--- src/rtl/id_ctrl_pkg.sv ---
// Shared encodings for the ID control stage: opcodes, functs, PCSrc/ALUFun/cause
// codes, the registered control bundle layout and the FSM state type.
package id_ctrl_pkg;

    localparam logic [2:0] PCSRC_SEQ = 3'b000;
    localparam logic [2:0] PCSRC_BR  = 3'b001;
    localparam logic [2:0] PCSRC_J   = 3'b010;
    localparam logic [2:0] PCSRC_JR  = 3'b011;
    localparam logic [2:0] PCSRC_IRQ = 3'b100;
    localparam logic [2:0] PCSRC_UND = 3'b101;

    localparam logic [5:0] ALU_ADD = 6'h00;
    localparam logic [5:0] ALU_SUB = 6'h01;
    localparam logic [5:0] ALU_AND = 6'h18;
    localparam logic [5:0] ALU_OR  = 6'h1e;
    localparam logic [5:0] ALU_XOR = 6'h16;
    localparam logic [5:0] ALU_NOR = 6'h11;
    localparam logic [5:0] ALU_SLL = 6'h20;
    localparam logic [5:0] ALU_SRL = 6'h21;
    localparam logic [5:0] ALU_SRA = 6'h23;
    localparam logic [5:0] ALU_SLT = 6'h35;

    localparam logic [5:0] OP_RTYPE  = 6'h00;
    localparam logic [5:0] OP_REGIMM = 6'h01;
    localparam logic [5:0] OP_J      = 6'h02;
    localparam logic [5:0] OP_JAL    = 6'h03;
    localparam logic [5:0] OP_BEQ    = 6'h04;
    localparam logic [5:0] OP_BNE    = 6'h05;
    localparam logic [5:0] OP_BLEZ   = 6'h06;
    localparam logic [5:0] OP_BGTZ   = 6'h07;
    localparam logic [5:0] OP_ADDI   = 6'h08;
    localparam logic [5:0] OP_ADDIU  = 6'h09;
    localparam logic [5:0] OP_SLTI   = 6'h0a;
    localparam logic [5:0] OP_SLTIU  = 6'h0b;
    localparam logic [5:0] OP_ANDI   = 6'h0c;
    localparam logic [5:0] OP_ORI    = 6'h0d;
    localparam logic [5:0] OP_XORI   = 6'h0e;
    localparam logic [5:0] OP_LUI    = 6'h0f;
    localparam logic [5:0] OP_LW     = 6'h23;
    localparam logic [5:0] OP_SW     = 6'h2b;

    localparam logic [5:0] FN_SLL  = 6'h00;
    localparam logic [5:0] FN_SRL  = 6'h02;
    localparam logic [5:0] FN_SRA  = 6'h03;
    localparam logic [5:0] FN_JR   = 6'h08;
    localparam logic [5:0] FN_JALR = 6'h09;
    localparam logic [5:0] FN_ADD  = 6'h20;
    localparam logic [5:0] FN_ADDU = 6'h21;
    localparam logic [5:0] FN_SUB  = 6'h22;
    localparam logic [5:0] FN_SUBU = 6'h23;
    localparam logic [5:0] FN_AND  = 6'h24;
    localparam logic [5:0] FN_OR   = 6'h25;
    localparam logic [5:0] FN_XOR  = 6'h26;
    localparam logic [5:0] FN_NOR  = 6'h27;
    localparam logic [5:0] FN_SLT  = 6'h2a;
    localparam logic [5:0] FN_SLTU = 6'h2b;

    localparam logic [1:0] CAUSE_NONE  = 2'd0;
    localparam logic [1:0] CAUSE_UNDEF = 2'd1;
    localparam logic [1:0] CAUSE_IRQ   = 2'd2;

    typedef enum logic [0:0] {
        ST_RUN     = 1'b0,
        ST_SERVICE = 1'b1
    } irq_state_e;

    typedef struct packed {
        logic        ex_valid;
        logic [2:0]  pcsrc;
        logic [1:0]  regdst;
        logic        regwr;
        logic        alusrc1;
        logic        alusrc2;
        logic [5:0]  alufun;
        logic        sign;
        logic        memwr;
        logic        memrd;
        logic [1:0]  memtoreg;
        logic        extop;
        logic        luop;
        logic [25:0] jt;
        logic [5:0]  opcode;
        logic [1:0]  cause;
    } ctrl_t;

    // Exceptions and interrupts share one shape: write the link register ($k0 path) and vector away.
    function automatic ctrl_t trap_bundle(input logic [2:0] pcsrc_code, input logic [1:0] cause_code);
        ctrl_t t;
        t          = '0;
        t.ex_valid = 1'b1;
        t.pcsrc    = pcsrc_code;
        t.regdst   = 2'b11;
        t.regwr    = 1'b1;
        t.memtoreg = 2'b10;
        t.cause    = cause_code;
        return t;
    endfunction

endpackage

--- src/rtl/irq_arbiter.sv ---
// Interrupt front end: rising-edge capture into pending bits, masking,
// fixed lowest-index-first pick and a registered one-hot acknowledge.
module irq_arbiter
    import id_ctrl_pkg::*;
#(
    parameter int NUM_IRQ  = 4,
    parameter int IRQ_ID_W = 2
) (
    input  logic               clk,
    input  logic               reset,
    input  logic [NUM_IRQ-1:0] irq_req,
    input  logic [NUM_IRQ-1:0] irq_mask,
    input  logic               take,
    output logic               req_any,
    output logic [NUM_IRQ-1:0] ack
);

    logic [NUM_IRQ-1:0]  req_q_r;
    logic [NUM_IRQ-1:0]  pend_r;
    logic [NUM_IRQ-1:0]  ack_r;
    logic [NUM_IRQ-1:0]  cand_s;
    logic [NUM_IRQ-1:0]  rise_s;
    logic [NUM_IRQ-1:0]  onehot_s;
    logic [IRQ_ID_W-1:0] id_s;

    // Pick the lowest-index enabled pending source; scan high to low so the lowest wins.
    always_comb begin
        cand_s = pend_r & irq_mask;
        rise_s = irq_req & ~req_q_r;
        id_s   = '0;
        for (int i = NUM_IRQ - 1; i >= 0; i--) begin
            id_s = cand_s[i] ? IRQ_ID_W'(i) : id_s;
        end
        onehot_s = take ? (NUM_IRQ'(1'b1) << id_s) : '0;
    end

    // Edge history, pending set/clear (a coincident new edge wins) and ack pulse.
    always_ff @(posedge clk or negedge reset) begin
        if (!reset) begin
            req_q_r <= '0;
            pend_r  <= '0;
            ack_r   <= '0;
        end else begin
            req_q_r <= irq_req;
            pend_r  <= (pend_r & ~onehot_s) | rise_s;
            ack_r   <= onehot_s;
        end
    end

    assign req_any = |cand_s;
    assign ack     = ack_r;

endmodule

--- src/rtl/id_ctrl_stage.sv ---
// Registered ID-stage decoder: builds the ID/EX control bundle from the IF/ID
// instruction and injects interrupts through a RUN/SERVICE FSM.
module id_ctrl_stage
    import id_ctrl_pkg::*;
#(
    parameter int NUM_IRQ  = 4,
    parameter int IRQ_ID_W = 2,
    parameter bit EXT_ISA  = 1'b1,
    parameter int PC_W     = 32
) (
    input  logic               clk,
    input  logic               reset,
    input  logic [31:0]        instruction,
    input  logic               id_valid,
    input  logic [PC_W-1:0]    pc_plus_in,
    input  logic               stall,
    input  logic               flush,
    input  logic [NUM_IRQ-1:0] irq_req,
    input  logic [NUM_IRQ-1:0] irq_mask,
    input  logic               irq_ret,
    output logic               ex_valid,
    output logic [2:0]         PCSrc,
    output logic [1:0]         RegDst,
    output logic               RegWr,
    output logic               ALUSrc1,
    output logic               ALUSrc2,
    output logic [5:0]         ALUFun,
    output logic               Sign,
    output logic               MemWr,
    output logic               MemRd,
    output logic [1:0]         MemtoReg,
    output logic               EXTOp,
    output logic               LUOp,
    output logic [25:0]        JT,
    output logic [5:0]         OpCode,
    output logic [PC_W-1:0]    pc_plus_out,
    output logic [1:0]         cause,
    output logic [NUM_IRQ-1:0] irq_ack,
    output logic               in_service
);

    irq_state_e      state_r, state_next_s;
    ctrl_t           ctrl_r, dec_s, ctrl_next_s;
    logic [PC_W-1:0] pc_r;
    logic            und_s, req_any_s, inject_s, in_service_s;
    logic [5:0]      op_s, funct_s;
    logic [4:0]      rs_s, rt_s, shamt_s;

    assign op_s     = instruction[31:26];
    assign rs_s     = instruction[25:21];
    assign rt_s     = instruction[20:16];
    assign shamt_s  = instruction[10:6];
    assign funct_s  = instruction[5:0];
    assign inject_s = (state_r == ST_RUN) && id_valid && !stall && !flush && req_any_s;

    irq_arbiter #(.NUM_IRQ(NUM_IRQ), .IRQ_ID_W(IRQ_ID_W)) u_irq_arbiter (
        .clk      (clk),
        .reset    (reset),
        .irq_req  (irq_req),
        .irq_mask (irq_mask),
        .take     (inject_s),
        .req_any  (req_any_s),
        .ack      (irq_ack)
    );

    // FSM state register.
    always_ff @(posedge clk or negedge reset) begin
        if (!reset) begin
            state_r <= ST_RUN;
        end else begin
            state_r <= state_next_s;
        end
    end

    // FSM next state; irq_ret in RUN falls through unchanged.
    always_comb begin
        state_next_s = state_r;
        case (state_r)
            ST_RUN:     state_next_s = inject_s ? ST_SERVICE : ST_RUN;
            ST_SERVICE: state_next_s = irq_ret ? ST_RUN : ST_SERVICE;
            default:    state_next_s = ST_RUN;
        endcase
    end

    // FSM outputs.
    always_comb begin
        in_service_s = (state_r == ST_SERVICE);
    end

    // Instruction decode table; und_s marks any opcode/funct/field-check failure.
    always_comb begin
        dec_s       = '0;
        dec_s.pcsrc = PCSRC_SEQ;
        dec_s.cause = CAUSE_NONE;
        und_s       = 1'b0;
        case (op_s)
            OP_RTYPE: begin
                case (funct_s)
                    FN_SLL:  begin dec_s.regwr = 1'b1; dec_s.alusrc1 = 1'b1; dec_s.alufun = ALU_SLL; und_s = (rs_s != 5'd0); end
                    FN_SRL:  begin dec_s.regwr = 1'b1; dec_s.alusrc1 = 1'b1; dec_s.alufun = ALU_SRL; und_s = (rs_s != 5'd0); end
                    FN_SRA:  begin dec_s.regwr = 1'b1; dec_s.alusrc1 = 1'b1; dec_s.alufun = ALU_SRA; und_s = (rs_s != 5'd0); end
                    FN_ADD, FN_ADDU: begin dec_s.regwr = 1'b1; dec_s.alufun = ALU_ADD; und_s = (shamt_s != 5'd0); end
                    FN_SUB:  begin dec_s.regwr = 1'b1; dec_s.alufun = ALU_SUB; dec_s.sign = 1'b1; und_s = (shamt_s != 5'd0); end
                    FN_SUBU: begin dec_s.regwr = 1'b1; dec_s.alufun = ALU_SUB; und_s = (shamt_s != 5'd0); end
                    FN_AND:  begin dec_s.regwr = 1'b1; dec_s.alufun = ALU_AND; und_s = (shamt_s != 5'd0); end
                    FN_OR:   begin dec_s.regwr = 1'b1; dec_s.alufun = ALU_OR;  und_s = (shamt_s != 5'd0); end
                    FN_XOR:  begin dec_s.regwr = 1'b1; dec_s.alufun = ALU_XOR; und_s = (shamt_s != 5'd0); end
                    FN_NOR:  begin dec_s.regwr = 1'b1; dec_s.alufun = ALU_NOR; und_s = (shamt_s != 5'd0); end
                    FN_SLT:  begin dec_s.regwr = 1'b1; dec_s.alufun = ALU_SLT; dec_s.sign = 1'b1; und_s = (shamt_s != 5'd0); end
                    FN_SLTU: begin dec_s.regwr = 1'b1; dec_s.alufun = ALU_SLT; und_s = (shamt_s != 5'd0); end
                    FN_JR:   begin dec_s.pcsrc = PCSRC_JR; und_s = (instruction[20:6] != 15'd0); end
                    FN_JALR: begin
                        dec_s.pcsrc    = PCSRC_JR;
                        dec_s.regdst   = 2'b10;
                        dec_s.regwr    = 1'b1;
                        dec_s.memtoreg = 2'b10;
                        und_s          = (rt_s != 5'd0) || (shamt_s != 5'd0);
                    end
                    default: und_s = 1'b1;
                endcase
            end
            OP_J:   begin dec_s.pcsrc = PCSRC_J; dec_s.jt = instruction[25:0]; end
            OP_JAL: begin
                dec_s.pcsrc    = PCSRC_J;
                dec_s.jt       = instruction[25:0];
                dec_s.regdst   = 2'b10;
                dec_s.regwr    = 1'b1;
                dec_s.memtoreg = 2'b10;
            end
            OP_BEQ, OP_BNE, OP_BLEZ, OP_BGTZ: begin
                dec_s.pcsrc = PCSRC_BR; dec_s.extop = 1'b1; dec_s.opcode = op_s;
            end
            OP_REGIMM: begin
                dec_s.pcsrc = PCSRC_BR; dec_s.extop = 1'b1; dec_s.opcode = op_s;
                und_s = (rt_s != 5'd1);
            end
            OP_ADDI, OP_ADDIU: begin
                dec_s.regdst = 2'b01; dec_s.alusrc2 = 1'b1; dec_s.regwr = 1'b1;
                dec_s.alufun = ALU_ADD; dec_s.extop = 1'b1; dec_s.sign = 1'b1;
            end
            OP_SLTI: begin
                dec_s.regdst = 2'b01; dec_s.alusrc2 = 1'b1; dec_s.regwr = 1'b1;
                dec_s.alufun = ALU_SLT; dec_s.extop = 1'b1; dec_s.sign = 1'b1;
            end
            OP_SLTIU: begin
                dec_s.regdst = 2'b01; dec_s.alusrc2 = 1'b1; dec_s.regwr = 1'b1; dec_s.alufun = ALU_SLT;
            end
            OP_ANDI: begin
                dec_s.regdst = 2'b01; dec_s.alusrc2 = 1'b1; dec_s.regwr = 1'b1; dec_s.alufun = ALU_AND;
            end
            OP_ORI: begin
                dec_s.regdst = 2'b01; dec_s.alusrc2 = 1'b1; dec_s.regwr = 1'b1; dec_s.alufun = ALU_OR;
                und_s = !EXT_ISA;
            end
            OP_XORI: begin
                dec_s.regdst = 2'b01; dec_s.alusrc2 = 1'b1; dec_s.regwr = 1'b1; dec_s.alufun = ALU_XOR;
                und_s = !EXT_ISA;
            end
            OP_LUI: begin
                dec_s.regdst = 2'b01; dec_s.alusrc2 = 1'b1; dec_s.regwr = 1'b1; dec_s.luop = 1'b1;
                und_s = (rs_s != 5'd0);
            end
            OP_LW: begin
                dec_s.regdst = 2'b01; dec_s.alusrc2 = 1'b1; dec_s.regwr = 1'b1; dec_s.alufun = ALU_ADD;
                dec_s.extop = 1'b1; dec_s.sign = 1'b1; dec_s.memrd = 1'b1; dec_s.memtoreg = 2'b01;
            end
            OP_SW: begin
                dec_s.regdst = 2'b01; dec_s.alusrc2 = 1'b1; dec_s.alufun = ALU_ADD;
                dec_s.extop = 1'b1; dec_s.sign = 1'b1; dec_s.memwr = 1'b1;
            end
            default: und_s = 1'b1;
        endcase
    end

    // Select bubble, undefined-instruction trap or the decoded bundle.
    always_comb begin
        if (!id_valid) begin
            ctrl_next_s = '0;
        end else if (und_s) begin
            ctrl_next_s = trap_bundle(PCSRC_UND, CAUSE_UNDEF);
        end else begin
            ctrl_next_s          = dec_s;
            ctrl_next_s.ex_valid = 1'b1;
        end
    end

    // ID/EX register: flush beats stall beats interrupt inject beats decode.
    always_ff @(posedge clk or negedge reset) begin
        if (!reset) begin
            ctrl_r <= '0;
            pc_r   <= '0;
        end else if (flush) begin
            ctrl_r <= '0;
            pc_r   <= '0;
        end else if (stall) begin
            ctrl_r <= ctrl_r;
            pc_r   <= pc_r;
        end else if (inject_s) begin
            ctrl_r <= trap_bundle(PCSRC_IRQ, CAUSE_IRQ);
            pc_r   <= pc_plus_in - PC_W'(32'd4);
        end else begin
            ctrl_r <= ctrl_next_s;
            pc_r   <= id_valid ? pc_plus_in : '0;
        end
    end

    assign ex_valid    = ctrl_r.ex_valid;
    assign PCSrc       = ctrl_r.pcsrc;
    assign RegDst      = ctrl_r.regdst;
    assign RegWr       = ctrl_r.regwr;
    assign ALUSrc1     = ctrl_r.alusrc1;
    assign ALUSrc2     = ctrl_r.alusrc2;
    assign ALUFun      = ctrl_r.alufun;
    assign Sign        = ctrl_r.sign;
    assign MemWr       = ctrl_r.memwr;
    assign MemRd       = ctrl_r.memrd;
    assign MemtoReg    = ctrl_r.memtoreg;
    assign EXTOp       = ctrl_r.extop;
    assign LUOp        = ctrl_r.luop;
    assign JT          = ctrl_r.jt;
    assign OpCode      = ctrl_r.opcode;
    assign cause       = ctrl_r.cause;
    assign pc_plus_out = pc_r;
    assign in_service  = in_service_s;

endmodule

--- config.mk ---
export PLATFORM = sky130hd
export DESIGN_NAME = id_ctrl_stage
export DESIGN_NICKNAME = d
export VERILOG_FILES = /design/src/rtl/id_ctrl_pkg.sv /design/src/rtl/irq_arbiter.sv /design/src/rtl/id_ctrl_stage.sv
export SDC_FILE = /design/constraint.sdc
export NUM_CORES = 1
export LEC_CHECK = 0
export BUFFER_PORTS_ARGS = -buffer_cell sky130_fd_sc_hd__buf_4
export CORE_ASPECT_RATIO = 1.2
export CORE_MARGIN = 2
export CORE_UTILIZATION = 51
export DETAILED_ROUTE_END_ITERATION = 8
export GPL_ROUTABILITY_DRIVEN = 0
export PLACE_DENSITY = 0.79
export SKIP_CTS_REPAIR_TIMING = 1
export SYNTH_ARGS = -nofsm -noshare
export SYNTH_HDL_FRONTEND = slang
export SYNTH_SLANG_ARGS = --single-unit
export TNS_END_PERCENT = 50
--- constraint.sdc ---
create_clock -name clk -period 3.2 [get_ports clk]
set_clock_uncertainty 0.05 [all_clocks]
set_input_delay 0.32 -clock clk [delete_from_list [all_inputs] [get_ports clk]]
set_output_delay 0.32 -clock clk [all_outputs]
set_load 0.005 [all_outputs]
After elaboration in Yosys (flattened, before gate mapping):

Cells that the tools add are included.
Widths: inputs -> output; s select.

* $lt $le $gt $ge: 0
* shift operators: 1
* $mul: 0
* eq/ne operators: 33
* mux-type cells: 39
* $add $sub $neg: 1
* divide/modulo/power cells: 0
* reductions and logical operators: 29
* bitwise operators: 7

Operators with widths (count)
* $mux 56: 4
* $mux 32: 4
* $eq 6x6->1 const B: 12
* $eq 6x4->1 const B: 10
* $mux 55: 1
* $pmux 6 s9: 1
* $reduce_or 10->1: 4
* $sub 32x3->32 const B: 1
* $pmux 6 s5: 1
* $mux 26: 1
* $eq 6x2->1 const B: 4
* $eq 6x3->1 const B: 4
* $reduce_bool 15->1: 1
* $reduce_bool 5->1: 3
* $reduce_or 15->1: 1
* $reduce_or 14->1: 1
* $and 4x4->4: 3
* $logic_not 6->1: 2
* $mux 2: 6
* $pmux 2 s3: 2
* $reduce_or 2->1: 6
* $mux 1: 11
* $reduce_or 5->1: 2
* $pmux 3 s3: 1
* 16 further kinds: 24

* memory bits (read-only): 0
* memories kept: 0
* memory bits (writable): 0
* logic and storage cells: 131
* latch bits: 0
* register bits after elaboration: 101
* output and inout bits: 93

Depth between registers and ports, before layout:

Gate-level depths: netlist of run 1.

* depth after elaboration: 10
* gate-level depth with buffers: 9
* depth with buffers taken out: 7

Cells and area by module:

Synthesis of run 1 repeated with hierarchy kept, for this count alone.

* cell total of the unflattened synthesis: 536
* area, all modules: 5158.7 um^2

Modules (own cells, without submodules)
* id_ctrl_stage: cells an instance 500, sequential area each 2227.1 um^2, times used 1, area each 4720.8 um^2
* irq_arbiter: cells an instance 36, sequential area each 300.3 um^2, times used 1, area each 437.9 um^2

Worst setup path after synthesis of run 1:

No wires, ideal clock.

* path kind: in2reg
* start: in pc_plus_in[12]
* end: reg pc_r[18], in the netlist pc_plus_out[18]
* buffers on the path: 1
* stages: 7
* data arrival time: 2.389 ns
* path slack: 0.613 ns
* cell sequence: or4_1 > buf_2 > or4_4 > or4_4 > or3_1 > nand3_1 > a221oi_1

* cells in the longest elaborated chain, start to end: 4

Ends and longest elaborated chain
* start, declared: line id_ctrl_stage.sv:15 `input logic [PC_W-1:0] pc_plus_in,`
* $sub 32x3->32: line id_ctrl_stage.sv:200 `pc_r <= pc_plus_in - PC_W'(32'd4);`
* $mux 32: line id_ctrl_stage.sv:198 `end else if (inject_s) begin`
* $mux 32: line id_ctrl_stage.sv:195 `end else if (stall) begin`
* $mux 32: line id_ctrl_stage.sv:192 `end else if (flush) begin`
* end signal, assigned: line id_ctrl_stage.sv:197 `pc_r <= pc_r;`
* end signal, assigned: line id_ctrl_stage.sv:200
* end signal, assigned: line id_ctrl_stage.sv:203 `pc_r <= id_valid ? pc_plus_in : '0;`
* end, declared: line id_ctrl_stage.sv:44 `logic [PC_W-1:0] pc_r;`

No other way between the ends. The select of a mux whose other input is x is not followed.
A chain may end at the register's enable or synchronous reset.

Worst setup path in the final report of run 1:

* start: in pc_plus_in[12]
* end: reg pc_r[31], in the netlist pc_plus_out[31]

Same word-level chain as after synthesis.

==> run_results.csv, run 1 <==
group,metric,value,unit
outcome,status,"finished clean",
sta,rsz0062_at_grt,"false",
global_route,grt_util_all_layers,0.279,
clocking,clk_latency,0.35,ns
die,dieArea,10900,um2
place,port-buffer-count,170,
clocking,cts_sinks,101,
drt,routed_via_density,5.91,
critical_path,start_kind,"primary input",
die,rows,40,
clocking,clock_path_buffers,2,
synth,synth_fp_nets,667,
layout,fin_area,6820,um2
critical_path,crit_arrival,2.72,ns
global_route,grt_pass1_wl,23.9,mm
clocking,cts_buffers,9,
die,io_pins,171,
place,dp_hpwl,10.9,mm
sta,slew-limit-headroom,0.296,
sta,fmax,399,MHz
synth,synth_edf_count,0,
die,core,9910,um2
drt,drt_iter0_markers,258,
critical_path,r2r_setup_slack,0.72,ns
flow_run,maxCapViolCount,0,
clocking,cts_tree,"built",
critical_path,critical_path.max_fanout,8,
critical_path,crit_required,3.41,ns
drt,dr.pass1.iters,5,
global_route,antenna_found_initial,0,
layout,syn2layout_area_growth,32.3,%
synth,async_flop_share,1.00,
sta,slew_violations,0,
die,fp.dieW,95.8,um
drt,detail-route-antenna-nets,0,
sta,fin_ws,0.696,ns
die,initial_core_util,0.520,
synth,avgSynthCellArea,8.77,um2
sta,setup_viol,0,
place,dp_slack,0.352,ns
drt,drc,0,
synth,ys_ff_latch,101,
drt,vias,5142,
clocking,root_buffer,"clkbuf_16",
layout,drive_above_1_share,0.282,
min_path,hp-class,"primary input to flip-flop",
sta,fin_tns_setup,0,ns
global_route,overflow,0,
global_route,grt_pass1_vias,4911,
synth,yosysUniqueCellTypes,53,
min_path,hold_path_depth,1,
die,die_h,114,um
critical_path,reg2regPathDepth,7,
power,power_density,411,nW/um2
place,dpl_cell_area,6530,um2
power,p_leak,3.20,nW
critical_path,endpoint_kind,"flip-flop",
sta,tightest_slew,1.06,ns
synth,netlist_area,5150,um2
sta,hold_viol_final,0,
power,ir_drop,269,uV
sta,min_period_over_period,0.783,
clocking,h-tree-depth,3,
critical_path,r2r_end,"pc_plus_out[27]",
synth,syn_inst,588,
drt,wire_per_inst,17.3,um
synth,ys.flop_type,"dfrtp_1",
critical_path,r2r-start,"in_service",
global_route,grt_max_degree,86,
min_path,hold_start,"irq_req[0]",
synth,synth_seq_area_share,0.490,
clocking,cts.clk_slew.worst_paths,0.07,ns
min_path,min_to,"u_irq_arbiter.req_q_r[0]",
layout,nNetsFinal,820,
layout,n_antenna_cell,0,
drt,finalWirelength,15.1,mm
sta,final.min_clock_period,2.50,ns
critical_path,path_class,"primary input to flip-flop",
synth,yosysWarnings,0,
## power breakdown
group | switching [W] | internal [W] | leakage, nW
combinational | 0.000214 | 0.000162 | 1.70
clock | 0.000476 | 0.000618 | 0.136
sequential | 0.0000212 | 0.00131 | 1.36
total | 0.000712 | 0.00209 | 3.20
## state kept, by name, indices dropped and copies added (netlist names)
signal	cells
pc_plus_out	32
JT	26
ALUFun	6
OpCode	6
u_irq_arbiter.ack	4
u_irq_arbiter.pend_r	4
u_irq_arbiter.req_q_r	4
PCSrc	3
MemtoReg	2
RegDst	2
cause	2
ALUSrc1	1
ALUSrc2	1
EXTOp	1
LUOp	1
MemRd	1
MemWr	1
RegWr	1
Sign	1
ex_valid	1
in_service	1
## cell type report
type / count / area [um2]
flip-flops and latches: 101 / 2530
inverters: 18 / 67.6
well taps: 126 / 158
clock inverters: 4 / 50.0
repair buffers: 181 / 1360
clock buffers: 10 / 239
fillers: 801 / 3090
multi-input cells: 430 / 2420
## synthesized netlist by cell type (7+ instances only)
cell type	number	area (um2)
a21oi_1	29	145
a22o_1	8	70.1
clkbuf_1	34	128
dfrtp_1	101	2530
inv_1	18	67.6
mux2i_1	9	90.1
nand2_1	116	435
nand2b_1	8	50.1
nand3_1	12	60.1
nor2_1	39	146
nor2b_1	9	56.3
nor3_1	27	135
nor4_1	11	68.8
o21ai_0	62	310
or3_1	7	43.8
or4_1	9	67.6
## cell usage in the layout, fill, tap and decap left out, types with 9 or more instances in the layout
master	netlist	layout
a21oi_1	29	29
nand3_1	12	12
inv_1	18	18
o21ai_0	62	62
nand2_1	116	116
nor4_1	11	11
mux2i_1	9	9
nor2_1	39	39
buf_4	0	181
dfrtp_1	101	101
or4_1	9	9
nor3_1	27	27
clkbuf_16	0	9
## worst max-delay path: stages
cell and delay [ns]:
buf_4 0.11, or4_1 0.67, or4_4 0.54, or4_4 0.45
nor3_4 0.25, a31oi_1 0.14, a221oi_2 0.24
## how the worst max path moves through the flow
stage / start / end / slack, ns / cells past startpoint
6_report: pc_plus_in[12] / pc_plus_out[31] / 0.70 / 7
5_1_grt: instruction[29] / Sign / 0.49 / 7
4_1_cts: pc_plus_in[12] / pc_plus_out[31] / 0.69 / 7
3_5_place_dp: pc_plus_in[12] / pc_plus_out[31] / 0.35 / 7
3_3_place_gp: pc_plus_in[12] / pc_plus_out[18] / 0.44 / 7
2_1_floorplan: pc_plus_in[12] / pc_plus_out[18] / 0.61 / 7
## logic make-up after synthesis
logic type                 count (synthesis)  synth area share
AOI/OAI and AO/OA                        153             0.189
and+or+nand+nor                          265             0.256
adders and majority gates                  1           0.00243
xor gates and xnor gates                   2           0.00340
buffers and inverters                     57            0.0422
muxes                                      9            0.0175
DFF                                      101             0.490
## through the flow
stage / hold slack, ns / power [W] / utilization / cells
2_1_floorplan: -0.0256 / 0.00151 / - / 588
5_1_grt: 0.0283 / 0.00290 / 0.688 / 870
3_3_place_gp: 0.354 / 0.00172 / 0.659 / 856
3_5_place_dp: 0.376 / 0.00173 / 0.659 / 856
4_1_cts: 0.0320 / 0.00281 / 0.688 / 870
6_report: 0.0343 / 0.00280 / 0.688 / 870
## routing by layer
metal	routed length, um	track usage
met3	1590	0.0724
met4	294	0.109
met1	5750	0.355
met2	7440	0.455
met5	0	0
Note: power is estimated with default switching activity, not from simulation.
==> run 2, diff against run 1 <==
CORE_UTILIZATION = 46   (was 51)
PLACE_DENSITY = 0.75   (was 0.79)
clock period = 2.3 ns   (was 3.2 ns; I/O delays follow)
==> run 2 against run 1 <==
Sequential power rose by 39%. Combinational power rose by 50%. Critical path depth did not move. Global-route usage fell by 2.1 points. Worst hold slack got worse by 0.023 ns. Clock-buffer cell count fell by 1. First-iteration DRC count fell by 5.0%. Register-to-register slack got worse by 0.60 ns. Via count rose by 2.4%. Worst setup slack got worse by 0.60 ns. Largest cell class unchanged.
==> run_results.csv, run 2 (synthesized netlist as in run 1, its figures left out) <==
group,metric,value,unit
clocking,clk_latency,0.34,ns
critical_path,r2r_setup_slack,0.12,ns
drt,wire_per_inst,16.8,um
clocking,cts_tree,"built",
global_route,grt_pass1_vias,5126,
critical_path,path_class,"primary input to flip-flop",
layout,layout_commonest_cell,"buf_4",
drt,vias,5263,
layout,nNetsFinal,858,
critical_path,critical_path.max_fanout,4,
clocking,cts_buffers,9,
sta,final.min_clock_period,2.20,ns
die,initial_core_util,0.469,
power,p_total,0.00398,W
critical_path,path_cells,"buf_4 > or4_4 > or4_4 > or4_4 > or3_1 > nand3_1 > a221oi_1",
power,ir_drop,327,uV
sta,hold_viol_final,0,
clocking,clock_path_buffers,2,
drt,finalWirelength,15.3,mm
clocking,cts.clk_slew.worst_paths,0.07,ns
drt,routed_via_density,5.75,
critical_path,crit_required,2.44,ns
critical_path,crit_arrival,2.35,ns
drt,drt_iter0_markers,245,
layout,drive_above_1_share,0.315,
sta,slew_violations,0,
critical_path,r2r-start,"in_service",
min_path,hp-class,"primary input to flip-flop",
die,rows,42,
clocking,h-tree-depth,3,
sta,slew-limit-headroom,0.589,
critical_path,endpoint_kind,"flip-flop",
clocking,root_buffer,"clkbuf_16",
global_route,grt_util_all_layers,0.258,
die,io_pins,171,
critical_path,start_kind,"primary input",
sta,whs,0.0116,ns
sta,setup_viol,0,
layout,n_antenna_cell,0,
layout,final_core_util,0.655,
drt,drc,0,
critical_path,r2r_end,"pc_plus_out[18]",
clocking,cts_sinks,101,
layout,fin_area,7200,um2
die,dieArea,12100,um2
global_route,grt_pass1_wl,25.0,mm
critical_path,slowest_stage,"or4_4",
critical_path,cpPeakStageDelay,0.55,ns
critical_path,setup.worst_path.end,"pc_plus_out[18]",
sta,rsz0062_at_grt,"false",
global_route,antenna_found_initial,0,
drt,detail-route-antenna-nets,0,
power,power_density,553,nW/um2
place,dpl_cell_area,6820,um2
flow_run,maxCapViolCount,0,
sta,tightest_slew,0.607,ns
critical_path,crit_top_cell,"or4_4",
sta,min_period_over_period,0.959,
sta,fin_tns_setup,0,ns
global_route,grt_max_degree,58,
layout,layout_common_cells,"buf_4 (211), nand2_1 (116), dfrtp_1 (101)",
drt,dr.pass1.iters,5,
die,die_h,120,um
die,fp.dieW,101,um
power,p_leak,3.41,nW
sta,fmax,454,MHz
min_path,hold_start,"irq_ret",
layout,largest_register_ffs,32,
place,port-buffer-count,170,
global_route,overflow,0,
outcome,status,"finished clean",
critical_path,reg2regPathDepth,6,
layout,syn2layout_area_growth,39.6,%
critical_path,crit_start,"pc_plus_in[12]",
place,dp_hpwl,11.3,mm
die,core,11000,um2
==> run 2: per-stage QoR <==
stage	std cells	setup WS [ns]
after detailed placement	894	-0.265
after global routing	916	0.00726
after CTS	910	-0.118
after floorplan	588	-0.187
final	916	0.0954
after global placement	894	-0.245
==> run 2: critical path: cells and delay by family <==
family          cells  cell delay (ns)
simple gates        5             1.93
compound gates      1             0.07
buf+inv             1             0.11
==> run 2: cell type report <==
cell class                      instances  area (um2)
Timing Repair Buffer                  219        1690
Clock inverter                          7        80.1
Sequential cell                       101        2530
Clock buffer                            9         225
Inverter                               18        67.6
Multi-Input combinational cell        430        2440
Tap cell                              132         165
Fill cell                             921        3790
==> run 2: per-layer routing <==
metal | track usage | wire length, um
met1 | 0.326 | 6050
met3 | 0.0577 | 1310
met4 | 0.0659 | 210
met2 | 0.444 | 7780
met5 | 0 | 0
==> run 2: how the worst min path moves through the flow <==
stage | end | slack (ns) | cells after the start
after global placement | LUOp | 0.21 | 1
after floorplan | ALUFun[0] | -0.12 | 0
after detailed placement | LUOp | 0.22 | 1
after CTS | LUOp | -0.14 | 1
after global routing | in_service | 0.01 | 2
final | in_service | 0.01 | 2
==> run 2: where the power goes <==
part	total [W]	internal, W	switching, W
Sequential	0.00185	0.00182	0.0000321
Clock	0.00156	0.000860	0.000701
Combinational	0.000567	0.000259	0.000308
Total	0.00398	0.00294	0.00104
==> run 3, diff against run 2 <==
SYNTH_HIERARCHICAL = 1   (was not set)
==> run 3 against run 2 <==
Clock-buffer cell count unchanged. Cell area up 0.87%. First-iteration DRC count up 6.5%. Sequential cell count unchanged. Synthesized area about the same. Worst hold slack better by 0.041 ns. Maximum frequency down 3.5%. Die area about the same. Critical path depth unchanged. Power down 1.4%. Non-clock buffer count up 5. Clock power down 6%. Largest power group unchanged.
==> run_results.csv, run 3 <==
group,metric,value,unit
critical_path,path_cells,"and2_4 > nand2b_4 > nand2b_4 > or3_4 > or4_4 > or4_1 > nand3_1",
critical_path,start_kind,"flip-flop",
outcome,status,"finished clean",
global_route,grt_pass1_wl,24.6,mm
global_route,grt_pass1_vias,5084,
die,io_pins,171,
die,rows,42,
power,power_density,541,nW/um2
global_route,grt_max_degree,47,
critical_path,reg2regPathDepth,7,
synth,synth_edf_count,0,
min_path,hold_path_depth,2,
synth,avgSynthCellArea,9.62,um2
synth,synth_top_area_share,0.490,
synth,ys.flop_type,"dfrtp_1",
clocking,cts_buffers,9,
synth,syn_inst,536,
critical_path,crit_family,"simple AND/OR/NAND/NOR gates",
critical_path,r2r_end,"pc_plus_out[27]",
critical_path,r2r_setup_slack,0.02,ns
drt,vias,5160,
sta,fmax,438,MHz
synth,synth_commonest_cells,"dfrtp_1 (101), nand2_1 (64), nor2_1 (35)",
drt,finalWirelength,15.5,mm
layout,largest_register_ffs,32,
sta,tightest_slew,0.645,ns
critical_path,critical_path_buf_inv_count,0,
critical_path,endpoint_kind,"flip-flop",
critical_path,setup.worst_path.end,"pc_plus_out[27]",
place,port-buffer-count,170,
drt,detail-route-antenna-nets,0,
global_route,overflow,0,
critical_path,crit_arrival,2.52,ns
drt,drc,0,
critical_path,r2r-start,"u_irq_arbiter/pend_r[0]",
clocking,cts_tree,"built",
sta,final.min_clock_period,2.28,ns
critical_path,cp.depth,7,
synth,synth_fp_nets,615,
clocking,cts.clk_slew.worst_paths,0.07,ns
layout,layout_common_cells,"buf_4 (217), dfrtp_1 (101), nand2_1 (64)",
sta,slew_violations,0,
sta,slew-limit-headroom,0.566,
layout,layout_commonest_cell,"buf_4",
die,die_h,120,um
clocking,h-tree-depth,3,
sta,rsz0062_at_grt,"true",
critical_path,crit_required,2.53,ns
clocking,clock_path_buffers,2,
critical_path,crit_top_cell,"nand2b_4",
synth,yosysMostFrequentCell,"dfrtp_1",
sta,fin_tns_setup,0,ns
die,core,11000,um2
sta,whs,0.0529,ns
die,fp.dieW,101,um
global_route,grt_util_all_layers,0.255,
drt,drt_iter0_markers,261,
synth,async_flop_share,1.00,
clocking,root_buffer,"clkbuf_16",
critical_path,cpPeakStageDelay,0.54,ns
synth,netlist_area,5160,um2
layout,nNetsFinal,813,
global_route,antenna_found_initial,0,
critical_path,path_class,"flip-flop to flip-flop",
sta,setup_viol,0,
drt,routed_via_density,5.92,
clocking,cts_sinks,101,
min_path,hp-class,"primary input to flip-flop",
synth,yosysUniqueCellTypes,65,
place,dp_hpwl,11.3,mm
drt,wire_per_inst,17.8,um
clocking,clk_latency,0.34,ns
synth,yosysTopAreaCell,"dfrtp_1",
layout,n_antenna_cell,0,
flow_run,maxCapViolCount,0,
critical_path,crit_start,"u_irq_arbiter/pend_r[0]",
drt,dr.pass1.iters,5,
synth,synth_seq_area_share,0.490,
layout,drive_above_1_share,0.364,
power,ir_drop,317,uV
power,p_leak,3.49,nW
synth,ys_ff_latch,101,
sta,hold_viol_final,0,
synth,yosysWarnings,6,
die,initial_core_util,0.470,
die,dieArea,12100,um2
sta,min_period_over_period,0.993,
critical_path,critical_path.max_fanout,7,
critical_path,slowest_stage,"or4_4",
synth,synth_area_leaders,"dfrtp_1 (49%), a22o_1 (5.8%), nand2_1 (4.7%)",
layout,syn2layout_area_growth,40.7,%
## run 3: cell count changes after synthesis, sizes merged, moves of 6 or more
cell	previous run	this run
clkbuf	34	27
o31ai	1	17
a22o	8	35
nor3	28	10
or4	11	17
o21ai	63	12
nand2	116	64
nand3	12	20
## run 3: worst min-delay path by stage
stage                          from              end  slack [ns]
finish              instruction[20]           JT[20]        0.05
global route        instruction[20]           JT[20]        0.05
CTS                           reset  pc_plus_out[24]       -0.21
detailed placement            reset  pc_plus_out[24]        0.16
global placement              reset  pc_plus_out[24]        0.16
floorplan                     reset        ALUFun[0]       -0.12
## run 3: kinds of logic after synthesis
group / Yosys count / share of synthesized area
AND/OR/NAND/NOR: 217 / 0.226
AO/OA/AOI/OAI: 143 / 0.207
flip-flops: 101 / 0.490
buffers and inverters: 59 / 0.0451
multiplexers: 12 / 0.0245
XOR/XNOR: 3 / 0.00509
adder cells (fa/ha/maj): 1 / 0.00243
## run 3: layer usage
metal / track usage / vias up / part of all wire
li1: - / 2395 / -
met1: 0.322 / 2496 / 0.40
met2: 0.411 / 227 / 0.50
met3: 0.0536 / 42 / 0.068
met4: 0.126 / 0 / 0.033
met5: 0 / - / 0
## run 3: where the power goes
group	switching (W)	total, W	internal (W)
clock network	0.000713	0.00147	0.000752
logic	0.000324	0.000607	0.000283
registers	0.0000305	0.00185	0.00182
total	0.00107	0.00392	0.00286
## run 3: area by class of cell
type                            count  area, um2
Fill cell                         861       3720
Sequential cell                   101       2530
Multi-Input combinational cell    376       2480
Timing Repair Buffer              224       1720
Clock buffer                        9        225
Tap cell                          132        165
Inverter                           22       82.6
Clock inverter                      7       56.3
## run 3: through the flow
step | power [W] | utilization | setup slack, ns | area, um2 | instances
3_3_place_gp | 0.00245 | 0.623 | -0.140 | 6840 | 847
6_report | 0.00392 | 0.661 | 0.0155 | 7260 | 871
4_1_cts | 0.00393 | 0.648 | -0.135 | 7120 | 863
3_5_place_dp | 0.00246 | 0.623 | -0.215 | 6840 | 847
5_1_grt | 0.00409 | 0.661 | -0.0379 | 7260 | 871
2_1_floorplan | 0.00211 | - | -0.00325 | 5160 | 536
